$ cat src/rtl/bpu_ras_dual.sv
// ----------------------------------------------------------------------------
// bpu_ras_dual
//
// Return address stack for the branch prediction unit. Two circular stacks
// are kept side by side:
//   - a speculative stack, pushed/popped by the predict stage, whose top
//     supplies the predicted target of ret slots;
//   - an architectural stack, updated by up to NRET retiring call/ret
//     instructions per cycle, applied in lane order.
// A flush copies the architectural stack (including this cycle's commits)
// over the speculative one, so wrong-path calls/rets never leak into later
// predictions.
//
// Each stack is a storage array, a wrapping pointer to the next free slot and
// an occupancy count that saturates at DEPTH. Pushing onto a full stack
// silently overwrites the oldest entry; popping an empty stack is ignored.
// A push and pop in the same operation pops first, then pushes.
//
// Ports:
//   clk_i, rst_ni        clock, asynchronous active-low reset
//   spec_push_i          predicted call, pushes spec_push_addr_i
//   spec_pop_i           predicted ret, pops the top
//   spec_push_addr_i     return address to push speculatively
//   commit_valid_i       per lane: retiring control-flow instruction
//   commit_is_call_i     per lane: it is a call (pushes pc + INSTR_BYTES)
//   commit_is_ret_i      per lane: it is a return (pops)
//   commit_pc_i          per lane: pc of the retiring instruction
//   flush_i              restore speculative stack from architectural
//   top_valid_o          speculative stack non-empty
//   top_addr_o           speculative top entry, 0 when empty
//   spec_count_o         speculative occupancy
//   arch_count_o         architectural occupancy
//
// Optional feature, macro BPU_RAS_STATS_EN:
//   spec_ovf_cnt_o       speculative pushes made while full (saturating)
//   spec_udf_cnt_o       speculative pops made while empty (saturating)
// ----------------------------------------------------------------------------
module bpu_ras_dual #(
  parameter int XLEN        = 32,
  parameter int DEPTH       = 16,
  parameter int NRET        = 2,
  parameter int INSTR_BYTES = 4
) (
  input  logic                         clk_i,
  input  logic                         rst_ni,
  input  logic                         spec_push_i,
  input  logic                         spec_pop_i,
  input  logic [XLEN-1:0]              spec_push_addr_i,
  input  logic [NRET-1:0]              commit_valid_i,
  input  logic [NRET-1:0]              commit_is_call_i,
  input  logic [NRET-1:0]              commit_is_ret_i,
  input  logic [NRET-1:0][XLEN-1:0]    commit_pc_i,
  input  logic                         flush_i,
`ifdef BPU_RAS_STATS_EN
  output logic [31:0]                  spec_ovf_cnt_o,
  output logic [31:0]                  spec_udf_cnt_o,
`endif
  output logic                         top_valid_o,
  output logic [XLEN-1:0]              top_addr_o,
  output logic [$clog2(DEPTH+1)-1:0]   spec_count_o,
  output logic [$clog2(DEPTH+1)-1:0]   arch_count_o
);

  localparam int PW = $clog2(DEPTH);
  localparam int CW = $clog2(DEPTH+1);
  localparam logic [CW-1:0]   DepthCnt = CW'(DEPTH);
  localparam logic [XLEN-1:0] RetOfs   = XLEN'(INSTR_BYTES);

  // Speculative stack state
  logic [XLEN-1:0] specMem_q [DEPTH];
  logic [XLEN-1:0] specMem_d [DEPTH];
  logic [PW-1:0]   specPtr_q, specPtr_d;
  logic [CW-1:0]   specCnt_q, specCnt_d;

  // Architectural stack state
  logic [XLEN-1:0] archMem_q [DEPTH];
  logic [XLEN-1:0] archMem_d [DEPTH];
  logic [PW-1:0]   archPtr_q, archPtr_d;
  logic [CW-1:0]   archCnt_q, archCnt_d;

  logic [PW-1:0]   topIdx;

  // Architectural next state: lanes are folded in sequentially, lane 0 first,
  // so a later lane sees the stack as left by the earlier ones. Each lane
  // pops before it pushes, which makes call+ret on one lane a top replace.
  always_comb begin
    archMem_d = archMem_q;
    archPtr_d = archPtr_q;
    archCnt_d = archCnt_q;
    for (int l = 0; l < NRET; l++) begin
      if (commit_valid_i[l]) begin
        if (commit_is_ret_i[l] && (archCnt_d != '0)) begin
          archPtr_d = archPtr_d - 1'b1;
          archCnt_d = archCnt_d - 1'b1;
        end
        if (commit_is_call_i[l]) begin
          archMem_d[archPtr_d] = commit_pc_i[l] + RetOfs;
          archPtr_d            = archPtr_d + 1'b1;
          if (archCnt_d != DepthCnt) begin
            archCnt_d = archCnt_d + 1'b1;
          end
        end
      end
    end
  end

  // Speculative next state. A flush takes the architectural next state, so
  // commits retiring in the flush cycle are not lost, and the predict-stage
  // request of that cycle is dropped because it belongs to the wrong path.
  always_comb begin
    specMem_d = specMem_q;
    specPtr_d = specPtr_q;
    specCnt_d = specCnt_q;
    if (flush_i) begin
      specMem_d = archMem_d;
      specPtr_d = archPtr_d;
      specCnt_d = archCnt_d;
    end else begin
      if (spec_pop_i && (specCnt_q != '0)) begin
        specPtr_d = specPtr_d - 1'b1;
        specCnt_d = specCnt_d - 1'b1;
      end
      if (spec_push_i) begin
        specMem_d[specPtr_d] = spec_push_addr_i;
        specPtr_d            = specPtr_d + 1'b1;
        if (specCnt_d != DepthCnt) begin
          specCnt_d = specCnt_d + 1'b1;
        end
      end
    end
  end

  // State registers for both stacks; reset clears storage too so the
  // stale-entry contents are deterministic after reset.
  always_ff @(posedge clk_i or negedge rst_ni) begin
    if (!rst_ni) begin
      for (int i = 0; i < DEPTH; i++) begin
        specMem_q[i] <= '0;
        archMem_q[i] <= '0;
      end
      specPtr_q <= '0;
      specCnt_q <= '0;
      archPtr_q <= '0;
      archCnt_q <= '0;
    end else begin
      specMem_q <= specMem_d;
      specPtr_q <= specPtr_d;
      specCnt_q <= specCnt_d;
      archMem_q <= archMem_d;
      archPtr_q <= archPtr_d;
      archCnt_q <= archCnt_d;
    end
  end

  // Outputs come only from registered speculative state: no bypass of the
  // current cycle's push/pop.
  assign topIdx       = specPtr_q - 1'b1;
  assign top_valid_o  = (specCnt_q != '0);
  assign top_addr_o   = top_valid_o ? specMem_q[topIdx] : '0;
  assign spec_count_o = specCnt_q;
  assign arch_count_o = archCnt_q;

`ifdef BPU_RAS_STATS_EN
  logic [31:0] ovfCnt_q, ovfCnt_d;
  logic [31:0] udfCnt_q, udfCnt_d;
  logic        ovfEvent;
  logic        udfEvent;

  // An overflow is a push that really overwrites the oldest entry; a
  // push+pop on a full stack only replaces the top, so it is not counted.
  // Likewise a push+pop on an empty stack is a plain push, not an underflow.
  assign ovfEvent = !flush_i && spec_push_i && !spec_pop_i && (specCnt_q == DepthCnt);
  assign udfEvent = !flush_i && spec_pop_i && !spec_push_i && (specCnt_q == '0);

  // Saturating event counters; flush leaves them alone.
  always_comb begin
    ovfCnt_d = ovfCnt_q;
    udfCnt_d = udfCnt_q;
    if (ovfEvent && (ovfCnt_q != '1)) begin
      ovfCnt_d = ovfCnt_q + 32'd1;
    end
    if (udfEvent && (udfCnt_q != '1)) begin
      udfCnt_d = udfCnt_q + 32'd1;
    end
  end

  always_ff @(posedge clk_i or negedge rst_ni) begin
    if (!rst_ni) begin
      ovfCnt_q <= '0;
      udfCnt_q <= '0;
    end else begin
      ovfCnt_q <= ovfCnt_d;
      udfCnt_q <= udfCnt_d;
    end
  end

  assign spec_ovf_cnt_o = ovfCnt_q;
  assign spec_udf_cnt_o = udfCnt_q;
`endif

endmodule

$ cat config.mk
export PLATFORM = sky130hd
export DESIGN_NAME = bpu_ras_dual
export DESIGN_NICKNAME = d
export VERILOG_FILES = /design/src/rtl/bpu_ras_dual.sv
export SDC_FILE = /design/constraint.sdc
export NUM_CORES = 2
export LEC_CHECK = 0
export CAP_MARGIN = 0
export CORE_AREA = 2 2 361 363
export CTS_BUF_LIST = sky130_fd_sc_hd__clkbuf_8
export DETAILED_ROUTE_END_ITERATION = 10
export DIE_AREA = 0 0 363 365
export SYNTH_ARGS = -nofsm -noshare
export SYNTH_HDL_FRONTEND = slang
export SYNTH_SLANG_ARGS = --single-unit
$ cat constraint.sdc
create_clock -name clk_i -period 6.4 [get_ports clk_i]
set_input_delay 1.92 -clock clk_i [delete_from_list [all_inputs] [get_ports clk_i]]
set_output_delay 1.92 -clock clk_i [all_outputs]
set_load 0.01 [all_outputs]
; ---- Word-level counts from Yosys, hierarchy flattened
; Cells that the tools add are included.
; W data, S select, Z words.
[totals]
input_bits = 107
reg_bits = 1042
word_cells = 120
output_inout_bits = 43
[op_classes]
n_reduce_logical = 10
addsub = 14
n_eq_ne = 3
bitwise_logic = 4
mux = 46
order_cmp = 7
[op_table]
columns = cell, n
row1 = $mux W512, 6
row2 = $bwmux W512, 3
row3 = $demux W32 S4, 3
row4 = $mux W32, 6
row5 = $bmux W32 S4, 1
row6 = $mux W5, 15
row7 = $add A32 B3 Y32 const B, 2
row8 = $mux W4, 12
row9 = $ge A5 B5 Y1 const B, 4
row10 = $not A4 Y5, 4
row11 = $add A5 B1 Y5 const B, 3
row12 = $lt A5 B1 Y1 const B, 3
row13 = $ne A5 B5 Y1 const B, 3
row14 = $reduce_bool A5 Y1, 3
row15 = $sub A5 B1 Y5 const B, 3
row16 = $add A4 B1 Y4 const B, 3
row17 = $sub A4 B1 Y4 const B, 3
row18 = $logic_and A1 B1 Y1, 6
row19 = $reduce_bool A2 Y1, 1

; ---- Logic depth before layout (Yosys ltp)
[logic_depth]
ltp_word = 21
mapped_depth = 28
mapped_depth_nobuf = 21

; ---- Worst setup path after synthesis
; Ideal clock, no wire load.
[synth_path]
path_type = input-to-reg
start = in commit_is_ret_i[0]
end = reg specMem_q[398] (netlist name)
setup_ps = 142
cell_stages = 22
t_arrival_ps = 6150
setup_slack_ps = 108
path_buffers = 5
cell_sequence = buf_2 clkbuf_1 nand2_1 a21o_1 inv_1 ha_1 nand2_1 or3_1 a32oi_1 a211oi_1 nor2_1 clkbuf_1 ha_1 inv_1 a211oi_4 o211ai_4 a2111oi_4 o2111ai_1 buf_2 buf_2 nand3_1 o221ai_1
[synth_via]
elab_chain_cells = 20
elab_cells_between_ends = 37
cone_classes = 3 x add/sub / 4 x order compare / 1 x eq/ne / 22 x mux / 2 x bitwise / 5 x reduce/logical
[synth_lines]
columns = element, line
row1 = "start, declared", 51  ; input logic [NRET-1:0] commit_is_ret_i,
row2 = $logic_and A1 B1 Y1 *, 92  ; if (commit_is_ret_i[l] && (archCnt_d != '0)) begin
row3 = branches (longest 17 deep; another with $ge A5 B5 Y1), --
row4 = $mux W512 *, 91  ; if (commit_valid_i[l]) begin
row5 = $mux W512 *, 114  ; if (flush_i) begin
row6 = "end signal, assigned", 146  ; specMem_q <= specMem_d;
row7 = "end, declared", 70  ; logic [XLEN-1:0] specMem_q [DEPTH];
; Mark *: on every way between the ends. The select of a mux whose other input is x is not followed.
; A chain may end at the register's enable or synchronous reset.

; ---- Final worst setup path
[layout_path]
start = reg specPtr_q[0]
end = out top_addr_o[2]
[layout_via]
elab_chain_cells = 6
[layout_lines]
columns = element, line
row1 = "start, declared", 72  ; logic [PW-1:0] specPtr_q, specPtr_d;
row2 = "start signal, assigned", 147  ; specPtr_q <= specPtr_d;
row3 = $sub A4 B1 Y4, 157  ; assign topIdx = specPtr_q - 1'b1;
row4 = $not A4 Y5 (implied by the code), 159  ; assign top_addr_o = top_valid_o ? specMem_q[topIdx] : '0;
row5 = $bmux W32 S4, 159
row6 = $mux W32 (implied by the code) (2 in series), 159
row7 = $mux W32, 159
row8 = "end, declared", 59  ; output logic [XLEN-1:0] top_addr_o,
; Every way passes these cells. The select of a mux whose other input is x is not followed.

==> out/results.txt <==
status: completed
total die area: 132,500 µm²
Hold Slack: 0.5373 ns
internal power: 19.56 mW
antenna violations before repair: 5
WS Path Type: reg2out
CP max FO: 34
dpl cells: 7,264
Post-synth top cells: dfrtp_1, mux2i_1, nor2_1, nand2_1, clkbuf_1
Tightest Pin Transition: 1.199 ns
via count: 46,040
DP HPWL: 119.8 mm
GRT Total Usage: 30.37%
Highest Clock Rate: 161.1 MHz
DRC viols: 0
unrepaired setup endpoints after global routing: no
P&R area growth vs syn: 14.84%
CTS tree: built
TritonCTS Buffers: 184
vias per cell: 6.069
r2r setup slk: 0.63 ns
post-route clock period utilization: 96.96%
die width: 363 µm
register bit total from synthesis: 1,042
final cell count without fillers: 7,586
cts hold-fix bufs: 0
final hold violation count: 0
most numerous cell in the Yosys netlist: dfrtp_1
Seq/Total Area, Yosys: 45.40%
Final Power: 31.65 mW
share of the synthesized area in the top cell type: 45.40%
Critical Path Sink Type: primary output
Flop pwr share: 34.3%
Final Setup Violations: 0
top post-synthesis cells by area: dfrtp_1, mux2i_1, mux4_2, nor2_1, a21o_1
Starting Density: 44.64%
area leader, netlist: dfrtp_1
minimum clock period: 6.206 ns
Detailed Routing Iterations Pass 1: 7
Synth Flop Type: dfrtp_1
DP Area: 62,330 µm²
relative slew slack: 20.04%
syn_area_per_cell: 10.04 µm²
Worst Clk Skew: 0.07146 ns
Top Ports: 150
Die Ht: 365 µm
max-slew violations: 0
First DRT Iteration DRCs: 4,193
Core Footprint: 128,700 µm²
drt wl/cell: 26.60 µm
fin nets: 5,903
VDD IR max: 447.2 µV
PortBufs: 149
fin util: 51.27%
ANT nets after route: 0
crit path DAT: 4.29 ns
Longest Clk Path Bufs: 3
largest net degree at the start of global routing: 218
# resized after CTS: 0
postcts setup bufs: 0
post-route design area: 65,960 µm²
placer congestion estimate: 0.8699
HP Class: reg2reg
CTS Root Cell: clkbuf_8
CP Launch Type: flop
worst-skew pair later-pin latency: 0.91 ns
PwrDens: 479.9 nW/µm²
Remaining Overflow, GRT: 0
Total Routed Length: 201.8 mm
EDFF count, synth: 0
Worst-path clk slew: 0.06 ns
Clk pwr share: 19.5%
sw frac: 38.21%
Pleak: 32.14 nW
combinational power share: 46.2%
Synth async-reset ratio: 100.0%
final setup TNS: 0 ns
setup slack after layout: 0.1944 ns
Max-Cap Viols: 0
Crit path required time: 4.48 ns
Placement Rows: 132
Setup WS pre-CTS: -0.1992 ns
first-pass GRT wire length: 300.3 mm
H-tree Lvls: 4
CTS Sinks: 1,042
switching pwr: 12.09 mW
vias in the first global route: 44,760
Distinct cells, synth: 88
synthesized area: 57,430 µm²
Gate Count Post-Synth: 5,722
share of cells above drive strength 1: 14.71%
post-synth net total: 5,850
Yosys Warn Count: 0
power groups by stage:
| stage | Combinational, mW | Clock (mW) | Sequential (mW) |
|---|---|---|---|
| 6_report | 14.6 | 6.17 | 10.8 |
| 5_1_grt | 15.8 | 6.57 | 11.1 |
| 4_1_cts | 14.6 | 6.29 | 10.8 |
| 3_5_place_dp | 14.5 | 0 | 10.9 |
| 3_3_place_gp | 14.3 | 0 | 10.8 |
| 2_1_floorplan | 9.80 | 0 | 10.4 |
layout make-up:
type | count | area [µm²]
fillers | 11590 | 62700
clock buffers | 231 | 3179
diodes | 4 | 10.01
inverters | 47 | 178.9
clock inverters | 87 | 437.9
repair buffers | 427 | 4627
well taps | 1675 | 2096
multi-input cells | 4073 | 29350
flip-flops and latches | 1042 | 26080
critical path, stage by stage (launching register included):
cell	delay (ns)
dfrtp_4	0.48
inv_1	0.09
ha_4	0.56
buf_12	0.33
mux4_2	0.26
nor2b_1	0.15
a211oi_1	0.07
a211oi_1	0.75
clkdlybuf4s50_1	0.69
cell usage in the layout (no fill, tap or decap), drive strengths merged, types with 49 or more instances in the layout:
cell type / n
a21oi: 277
a31oi: 66
o211ai: 49
clkdlybuf4s50: 147
nand2: 545
o221ai: 91
nor2: 660
a211oi: 121
clkbuf: 231
mux4: 128
nor2b: 79
nand3: 127
a21o: 325
mux2: 87
dfrtp: 1042
inv: 118
o21ai: 352
buf: 280
mux2i: 809
routing by layer:
| metal | global-route usage, % | vias to the layer above | share of wire, % |
|---|---|---|---|
| li1 | - | 20500 | - |
| met1 | 41.72 | 23330 | 43 |
| met2 | 47.96 | 1800 | 46 |
| met3 | 5.430 | 403 | 7.1 |
| met4 | 11.53 | 4 | 3.7 |
| met5 | 0.3631 | - | 0.044 |
worst paths after layout:
check	to	cells after the start	from
setup / recovery	top_addr_o[2]	8	specPtr_q[0]
hold / removal	archMem_q[341]	2	archMem_q[341]
setup reg to reg	specMem_q[180]	25	arch_count_o[0]
hold reg to reg	archMem_q[341]	2	archMem_q[341]
max in group asynchronous	specPtr_q[0]	2	rst_ni
min in group asynchronous	spec_count_o[2]	1	rst_ni
cell families after synthesis:
| family | count (synthesis) | synth area share [%] |
|---|---|---|
| compound gates | 1378 | 15.94 |
| buf+inv | 607 | 4.375 |
| flops | 1042 | 45.40 |
| fa+ha+maj | 21 | 0.4575 |
| mux | 1024 | 20.82 |
| simple gates | 1570 | 11.78 |
| xor+xnor | 80 | 1.220 |
registers in the layout (all words and copies together), names as in the netlist:
name / count
archPtr_q: 4
specMem_q: 512
archMem_q: 512
spec_count_o: 5
arch_count_o: 5
specPtr_q: 4
(Power assumes the default switching activity.)
